$ cat src/rtl/maze_pkg.sv
// Shared types, constants and helpers for the maze engine.
package maze_pkg;

    localparam int unsigned MAP_DIM = 8;

    localparam logic [3:0] START_ADDR = 4'd8;
    localparam logic [3:0] END_ADDR   = 4'd9;
    localparam logic [3:0] LAST_ADDR  = 4'd9;

    typedef enum logic [2:0] {
        StIdle,
        StLoad,
        StDrain,
        StCheck,
        StPlay,
        StWon,
        StErr
    } state_e;

    // One byte per row; map[r] is ROM address r.
    typedef logic [MAP_DIM-1:0][7:0] map_t;

    // Column 0 lives in the MSB of each row byte.
    function automatic logic [2:0] cell_bit(input logic [2:0] col);
        return 3'd7 - col;
    endfunction

    function automatic logic cell_open(input map_t map, input logic [2:0] row,
                                       input logic [2:0] col);
        return map[row][cell_bit(col)];
    endfunction

endpackage

$ cat src/rtl/maze_move_check.sv
// Combinational move evaluation: target cell, legality, and command validity.
module maze_move_check
    import maze_pkg::*;
(
    input  logic [2:0] pos_row,
    input  logic [2:0] pos_col,
    input  logic [3:0] move,       // {up, down, left, right}
    input  map_t       map,
    output logic [2:0] tgt_row,
    output logic [2:0] tgt_col,
    output logic       legal,
    output logic       valid_cmd
);

    logic in_board;

    // Decode the move, stay on the board, then test the target cell.
    always_comb begin
        tgt_row   = pos_row;
        tgt_col   = pos_col;
        in_board  = 1'b0;
        valid_cmd = (move != 4'd0) && ((move & (move - 4'd1)) == 4'd0);
        unique case (move)
            4'b1000: begin
                in_board = (pos_row != 3'd0);
                tgt_row  = pos_row - 3'd1;
            end
            4'b0100: begin
                in_board = (pos_row != 3'd7);
                tgt_row  = pos_row + 3'd1;
            end
            4'b0010: begin
                in_board = (pos_col != 3'd0);
                tgt_col  = pos_col - 3'd1;
            end
            4'b0001: begin
                in_board = (pos_col != 3'd7);
                tgt_col  = pos_col + 3'd1;
            end
            default: in_board = 1'b0;
        endcase
        legal = valid_cmd && in_board && cell_open(map, tgt_row, tgt_col);
    end

endmodule

$ cat src/rtl/maze_engine.sv
// Loads a maze from the map ROM, validates it, and moves the player on it.
module maze_engine
    import maze_pkg::*;
(
    input  logic       clk,
    input  logic       rst,
    input  logic       load,
    output logic       rom_en,
    output logic [3:0] rom_addr,
    input  logic [7:0] rom_data,
    input  logic       move_up,
    input  logic       move_down,
    input  logic       move_left,
    input  logic       move_right,
    output logic       ready,
    output logic       win,
    output logic       err,
    output logic       bump,
    output logic [2:0] pos_row,
    output logic [2:0] pos_col,
    input  logic [2:0] disp_row_sel,
    output logic [7:0] disp_row
);

    state_e     state_q;
    logic [3:0] cnt_q;
    map_t       map_q;
    logic [5:0] start_q;
    logic [5:0] end_q;
    logic       cap_vld_q;   // a ROM read was issued last cycle
    logic [3:0] cap_slot_q;  // address of that read

    logic [2:0] tgt_row;
    logic [2:0] tgt_col;
    logic       legal;
    logic       valid_cmd;
    logic       start_open;
    logic       end_open;

    maze_move_check u_move_check (
        .pos_row   (pos_row),
        .pos_col   (pos_col),
        .move      ({move_up, move_down, move_left, move_right}),
        .map       (map_q),
        .tgt_row   (tgt_row),
        .tgt_col   (tgt_col),
        .legal     (legal),
        .valid_cmd (valid_cmd)
    );

    // Start and end cells must both be open for the maze to be playable.
    always_comb begin
        start_open = cell_open(map_q, start_q[5:3], start_q[2:0]);
        end_open   = cell_open(map_q, end_q[5:3], end_q[2:0]);
        disp_row   = map_q[disp_row_sel];
    end

    // Capture ROM data one cycle after each issued read into the slot it was read for.
    always_ff @(posedge clk or posedge rst) begin
        if (rst) begin
            map_q      <= '0;
            start_q    <= '0;
            end_q      <= '0;
            cap_vld_q  <= 1'b0;
            cap_slot_q <= '0;
        end else begin
            cap_vld_q  <= rom_en;
            cap_slot_q <= rom_addr;
            if (cap_vld_q) begin
                if (cap_slot_q == START_ADDR) begin
                    start_q <= rom_data[5:0];
                end else if (cap_slot_q == END_ADDR) begin
                    end_q <= rom_data[5:0];
                end else if (cap_slot_q < 4'(MAP_DIM)) begin
                    map_q[cap_slot_q[2:0]] <= rom_data;
                end
            end
        end
    end

    // Main FSM with registered status outputs, ROM sequencing and player position.
    always_ff @(posedge clk or posedge rst) begin
        if (rst) begin
            state_q  <= StIdle;
            cnt_q    <= '0;
            rom_en   <= 1'b0;
            rom_addr <= '0;
            ready    <= 1'b0;
            win      <= 1'b0;
            err      <= 1'b0;
            bump     <= 1'b0;
            pos_row  <= '0;
            pos_col  <= '0;
        end else begin
            bump <= 1'b0;
            if (load) begin
                // Load overrides everything, including a coincident move.
                state_q  <= StLoad;
                cnt_q    <= '0;
                rom_en   <= 1'b1;
                rom_addr <= '0;
                ready    <= 1'b0;
                win      <= 1'b0;
                err      <= 1'b0;
            end else begin
                unique case (state_q)
                    StIdle: ;
                    StLoad: begin
                        if (cnt_q == LAST_ADDR) begin
                            state_q  <= StDrain;
                            rom_en   <= 1'b0;
                            rom_addr <= '0;
                        end else begin
                            cnt_q    <= cnt_q + 4'd1;
                            rom_addr <= cnt_q + 4'd1;
                        end
                    end
                    StDrain: state_q <= StCheck;
                    StCheck: begin
                        if (!start_open || !end_open) begin
                            state_q <= StErr;
                            err     <= 1'b1;
                        end else begin
                            pos_row <= start_q[5:3];
                            pos_col <= start_q[2:0];
                            if (start_q == end_q) begin
                                state_q <= StWon;
                                win     <= 1'b1;
                            end else begin
                                state_q <= StPlay;
                                ready   <= 1'b1;
                            end
                        end
                    end
                    StPlay: begin
                        if (valid_cmd) begin
                            if (legal) begin
                                pos_row <= tgt_row;
                                pos_col <= tgt_col;
                                if ({tgt_row, tgt_col} == end_q) begin
                                    state_q <= StWon;
                                    ready   <= 1'b0;
                                    win     <= 1'b1;
                                end
                            end else begin
                                bump <= 1'b1;
                            end
                        end
                    end
                    StWon: ;
                    StErr: ;
                    default: state_q <= StIdle;
                endcase
            end
        end
    end

endmodule

$ cat config.mk
export PLATFORM = sky130hd
export DESIGN_NAME = maze_engine
export DESIGN_NICKNAME = d
export VERILOG_FILES = /design/src/rtl/maze_pkg.sv /design/src/rtl/maze_move_check.sv /design/src/rtl/maze_engine.sv
export SDC_FILE = /design/constraint.sdc
export NUM_CORES = 1
export LEC_CHECK = 0
export ABC_AREA = 1
export CAP_MARGIN = 0
export CORE_AREA = 4 4 137 139
export DETAILED_ROUTE_END_ITERATION = 10
export DIE_AREA = 0 0 141 143
export GPL_ROUTABILITY_DRIVEN = 0
export PLACE_DENSITY_LB_ADDON = 0.12
export SYNTH_ARGS = -nofsm -noshare
export SYNTH_HDL_FRONTEND = slang
export SYNTH_SLANG_ARGS = --single-unit
$ cat constraint.sdc
create_clock -name clk -period 6.9 [get_ports clk]
set_input_delay 0.69 -clock clk [delete_from_list [all_inputs] [get_ports clk]]
set_output_delay 0.69 -clock clk [all_outputs]
set_load 0.02 [all_outputs]
### After elaboration in Yosys (flattened, before gate mapping)

Index checks and enable logic that the tools add are counted.

| operators by class | value |
|---|---|
| $add $sub $neg | 9 |
| multipliers | 0 |
| div/mod/pow operators | 0 |
| order comparisons | 10 |
| eq/ne operators | 29 |
| shift-type cells | 0 |
| multiplexer cells | 66 |
| bitwise operators | 4 |
| reductions and logical operators | 29 |

Operator list:

| cell | number |
|---|---|
| $bmux 8 s3 | 4 |
| $bwmux 64 | 1 |
| $mux 8 | 5 |
| $mux 3 | 11 |
| $lt 3x4->1 const B | 8 |
| $mux 1 | 26 |
| $demux 8 s3 | 1 |
| $mux 4 | 6 |
| $ne 3x3->1 const B | 8 |
| $pmux 3 s2 | 4 |
| $eq 4x4->1 const B | 4 |
| $pmux 3 s5 | 1 |
| $eq 6x6->1 | 2 |
| $reduce_and 6->1 | 2 |
| $reduce_and 5->1 | 2 |
| $reduce_bool 2->1 | 5 |
| $bmux 1 s3 | 3 |
| $eq 3x3->1 const B | 3 |
| $reduce_bool 3->1 | 3 |
| $sub 3x3->3 const A | 3 |
| $reduce_and 2->1 | 4 |
| $add 3x1->3 const B | 2 |
| $eq 3x2->1 const B | 2 |
| $ne 2x2->1 const B | 3 |
| other kinds (25) | 34 |

| storage, ports and cells | value |
|---|---|
| register bits | 103 |
| latch bits | 0 |
| RAM bits | 0 |
| memory bits (read-only) | 0 |
| bits of input ports | 18 |
| output and inout port bits | 23 |
| logic and storage cells | 169 |
| memories kept | 0 |

### Logic depth before layout (Yosys ltp)

| logic depth | value |
|---|---|
| depth after elaboration | 11 |
| gate-level depth with buffers | 20 |
| gate-level depth less buffers | 19 |

### Hierarchy

From an unflattened synthesis, not the netlist that was laid out.

| unflattened totals | value |
|---|---|
| cells, all modules | 1043 |
| area total of the unflattened synthesis | 7201.9 µm² |

By module, submodules not included:

| module | times used | cells an instance | area each (µm²) | sequential area each (µm²) |
|---|---|---|---|---|
| maze_engine | 1 | 846 | 6150.9 | 2577.5 |
| maze_move_check | 1 | 197 | 1051.0 | 0.0 |

### Least setup slack after synthesis

Ideal clock, no wire load.

| path | value |
|---|---|
| path type | input to register |
| from | in move_left |
| to | reg pos_col[1] |
| setup time | 0.074 ns |
| arrival time | 2.796 ns |
| required time | 6.826 ns |
| path slack | 4.030 ns |
| stages | 17 |
| path buffers | 2 |
| cell sequence | nor2_4 -> inv_1 -> nor2_1 -> fa_1 -> o21ai_4 -> buf_6 -> nand3_1 -> nand3_1 -> nand3_1 -> nand3_1 -> nand3_1 -> nand3_2 -> nand2_2 -> nand2_2 -> buf_6 -> nand2_1 -> o21ai_2 |

| on the way | value |
|---|---|
| longest elaborated chain between the ends | 9 |
| elaborated cells between the ends (all ways) | 25 |
| classes of those cells | add/sub (2); eq/ne (6); mux (10); bitwise (1); reduce/logical (6) |

Ends and longest elaborated chain:

| item | RTL line | text |
|---|---|---|
| start: declaration | maze_engine.sv:13 | `input logic move_left,` |
| $eq 4x3->1 or $eq 4x4->1 (tied branches) | maze_move_check.sv:23 | `unique case (move)` |
| $pmux 3 s2 | maze_move_check.sv:23 |  |
| $bmux 8 s3 | maze_pkg.sv:30 | `return map[row][cell_bit(col)];` |
| $mux 8 (not written as such) | maze_pkg.sv:30 |  |
| $bmux 1 s3 | maze_pkg.sv:30 |  |
| $mux 1 (not written as such) | maze_pkg.sv:30 |  |
| $logic_and 1x1->1 | maze_move_check.sv:42 | `legal = valid_cmd && in_board && cell_open(map, tgt_row, tgt_col);` |
| $ne 2x2->1 (no source line) | - |  |
| $reduce_and 5->1 (no source line) | - |  |
| end signal: assignment | maze_engine.sv:125 | `pos_col <= start_q[2:0];` |
| end signal: assignment | maze_engine.sv:139 | `pos_col <= tgt_col;` |
| end: declaration | maze_engine.sv:20 | `output logic [2:0] pos_col,` |

Parallel ways exist; a longest one is shown, timed or not. The select of a mux whose other input is x is not followed.
A chain may end at the register's enable or synchronous reset.

### Worst setup path after layout

| path | value |
|---|---|
| from | in disp_row_sel[1] |
| to | out disp_row[2] |

| on the way | value |
|---|---|
| longest elaborated chain between the ends | 2 |

Ends and longest elaborated chain:

| item | RTL line | text |
|---|---|---|
| start: declaration | maze_engine.sv:21 | `input logic [2:0] disp_row_sel,` |
| $bmux 8 s3 | maze_engine.sv:55 | `disp_row = map_q[disp_row_sel];` |
| $mux 8 (not written as such) | maze_engine.sv:55 |  |
| end: declaration | maze_engine.sv:22 | `output logic [7:0] disp_row` |

Every way passes these cells. The select of a mux whose other input is x is not followed.

==> run_results.csv <==
group,metric,value,unit
run_status,status,"finished, final reports clean",
die,die_x,141,um
route,wirelength,23.6,mm
route,dr.pass1.iters,5,
timing,fin_setup_tns,0,ps
worst_setup_path,crit_type,"input port to output port",
synth,synth_fa_ha_area_share,0.935,%
synth,netlist_area,6960,um2
clocking,clk_latency,360,ps
timing,finalHoldViolCount,0,
global_routing,antenna_found_initial,0,
synth,synth.area.mux_share,0,%
die,io_pins,41,
synth,syn_area_per_cell,6.81,um2
global_routing,grt_max_degree,58,
clocking,clock_sinks,103,
timing,fmax,265,MHz
synth,synth_seq_cells,103,
clocking,clock_path_buffers,2,
global_routing,first_global_vias,6575,
route,via_count,7096,
timing,slew_headroom,40.3,%
synth,synth_area_leaders,"dfrtp_1 (37%), o21ai_0 (15%), nand2_1 (14%)",
finish,drive_gt1_share,5.90,%
synth,syn_nets,1044,
synth,synth_compound_area_share,23.8,%
synth,yosys_warnings,0,
die,die_h,143,um
finish,mostFrequentLayoutCell,"nand2_1",
global_routing,use_met2,36.8,%
timing,skew,7.50,ps
finish,seq_area,2580,um2
synth,ys_seq_area_share,37.1,%
finish,multi_input_area,3830,um2
timing,finalCritPeriodShare,54.7,%
synth,synth_ff_type,"dfrtp_1",
global_routing,grt_pass1_wl,37.8,mm
worst_setup_path,critPathRequiredTime,6210,ps
worst_setup_path,cp-end-kind,"output port",
synth,synth_top_family_by_area,"simple AND/OR/NAND/NOR gates",
power_and_ir_drop,power_density,379,nW/um2
timing,finalSetupViolCount,0,
worst_setup_path,cpLargestDelayFamily,"buffers and inverters",
die,std_cell_rows,49,
synth,synth-edff-count,0,
clocking,tritoncts,"built",
finish,diodes,0,
global_routing,grtUsageTotal,24.0,%
finish,area_growth,11.4,%
route,drtIter0Drc,770,
worst_setup_path,cp_num_buf_inv,3,
synth,yosysTopAreaCellShare,37.1,%
power_and_ir_drop,ir_drop,0.177,mV
finish,finalNetCount,1051,
timing,worstMarginPinSlew,892,ps
clocking,cts-htree-levels,3,
die,start_util,39.4,%
timing,slew_violations,0,
global_routing,grt_busiest_layer,"met2",
clocking,numCtsBuffers,9,
timing,layout_setup_ws,3120,ps
die,die-area,20200,um2
worst_setup_path,cp-start-kind,"input port",
place,io_buffers,40,
worst_setup_path,worst_path_max_delay_cell,"clkdlybuf4s50_1",
finish,fillerInstances,1875,
worst_setup_path,max_stage_delay,690,ps
global_routing,met3_usage,3.65,%
clocking,postCtsSetupRepairBufs,0,
synth,synthXorXnorAreaFrac,1.22,%
timing,rsz0062_at_grt,"false",
clocking,ctsRootBufferMaster,"clkbuf_16",
clocking,cts_hold_buf,0,
synth,synthSimpleGateAreaFrac,28.9,%
place,place_hpwl,16.5,mm
run,maxCapViolCount,0,
worst_setup_path,cp_cell_sequence,"clkdlybuf4s50_1 -> buf_4 -> o21ai_0 -> o21ai_0 -> nor2_1 -> a31oi_1 -> clkdlybuf4s50_1",
die,core,17700,um2
route,wl_per_cell,18.7,um
power_and_ir_drop,p_leak,3.61,nW
worst_setup_path,arrival,3090,ps
synth,syn_inst,1022,
timing,hold-worst-slack,422,ps
global_routing,use_met1,34.3,%
hold_path,hp-class,"flip-flop to flip-flop",
route,vias_per_cell,5.62,
finish,final_cell_mix,"nand2_1 (255), o21ai_0 (203), dfrtp_1 (103), nand3_1 (102), nor2_1 (76)",
synth,yosysTopAreaCell,"dfrtp_1",
synth,synth_cell_types,38,
worst_setup_path,cp_max_fo,32,
timing,fin_crit,3780,ps
synth,async_flop_share,100,%
global_routing,grt-ovfl-total,0,
place,dp_slack,2820,ps
route,route.detailed.drc,0,
clocking,cts-resized-gates,0,
route,antenna_left,0,
clocking,clkTransAtPathRegs,80,ps
sequential cells by signal, indices dropped and copies added, names as in the netlist:
register    count
map_q          64
end_q           6
start_q         6
cap_slot_q      4
cnt_q           4
rom_addr        4
pos_col         3
pos_row         3
state_q         3
bump            1
cap_vld_q       1
err             1
ready           1
rom_en          1
win             1
path summary, 6_finish.rpt:
path | start | slack, ps | end | cells past startpoint
hold / removal | rom_addr[2]$_DFFE_PP0P_ | 420 | cap_slot_q[2]$_DFF_PP0_ | 0
setup reg to reg | pos_row[0]$_DFFE_PP0P_ | 3640 | pos_col[0]$_DFFE_PP0P_ | 17
min in group asynchronous | rst | 740 | map_q[0]$_DFFE_PP0P_ | 2
setup / recovery | disp_row_sel[1] | 3120 | disp_row[2] | 7
max in group asynchronous | rst | 5010 | map_q[46]$_DFFE_PP0P_ | 3
hold reg to reg | rom_addr[2]$_DFFE_PP0P_ | 420 | cap_slot_q[2]$_DFF_PP0_ | 0
synthesized netlist by cell type, types with 3 or more instances:
library cell  count
a31oi_1           8
nor3_1            8
inv_1            66
o211ai_1          8
nand3b_1          3
o21ai_1          10
dfrtp_1         103
o31ai_1           4
xor2_1            6
buf_6             7
nor2_1           76
o21ai_0         203
buf_2            10
nand2_2           7
clkinv_1          5
o22ai_1           5
nand3_1         102
o21ai_4           3
clkbuf_1         35
a21oi_1          61
nand2_1         255
o21ai_2           5
nand4_1           6
inv_2             5
routing by layer:
metal / routed length (um) / vias to the layer above
met5: 0 / -
met3: 1460 / 49
met1: 11100 / 3320
li1: - / 3443
met2: 10200 / 284
met4: 830 / 0
kinds of logic after synthesis:
group                    count (synthesis)
XOR/XNOR                                 8
flip-flops                             103
AND/OR/NAND/NOR                        467
AO/OA/AOI/OAI                          309
adder cells (fa/ha/maj)                  4
buffers and inverters                  131
power by group:
group          switching, mW  leakage (nW)  total, mW  internal (mW)
Sequential             0.264          1.13       1.06          0.801
Combinational          0.880          2.33       1.35          0.468
Clock                  0.265         0.146      0.521          0.256
metrics by stage:
| stage | instances | util, % | cell area, um2 | power [mW] |
|---|---|---|---|---|
| floorplan | 1022 | - | 6960 | 1.97 |
| global placement | 1247 | 42.2 | 7460 | 2.41 |
| detailed placement | 1247 | 42.2 | 7460 | 2.41 |
| CTS | 1263 | 43.9 | 7750 | 2.94 |
| global route | 1263 | 43.9 | 7750 | 3.17 |
| finish | 1263 | 43.9 | 7750 | 2.93 |
area by class of cell:
type	instances	share of cell area [%]
well taps	229	3.70
inverters	76	3.71
repair buffers	51	6.17
clock inverters	7	0.920
flip-flops and latches	103	33.2
multi-input cells	788	49.4
clock buffers	9	2.91
Power figures use the tool's default switching activity.
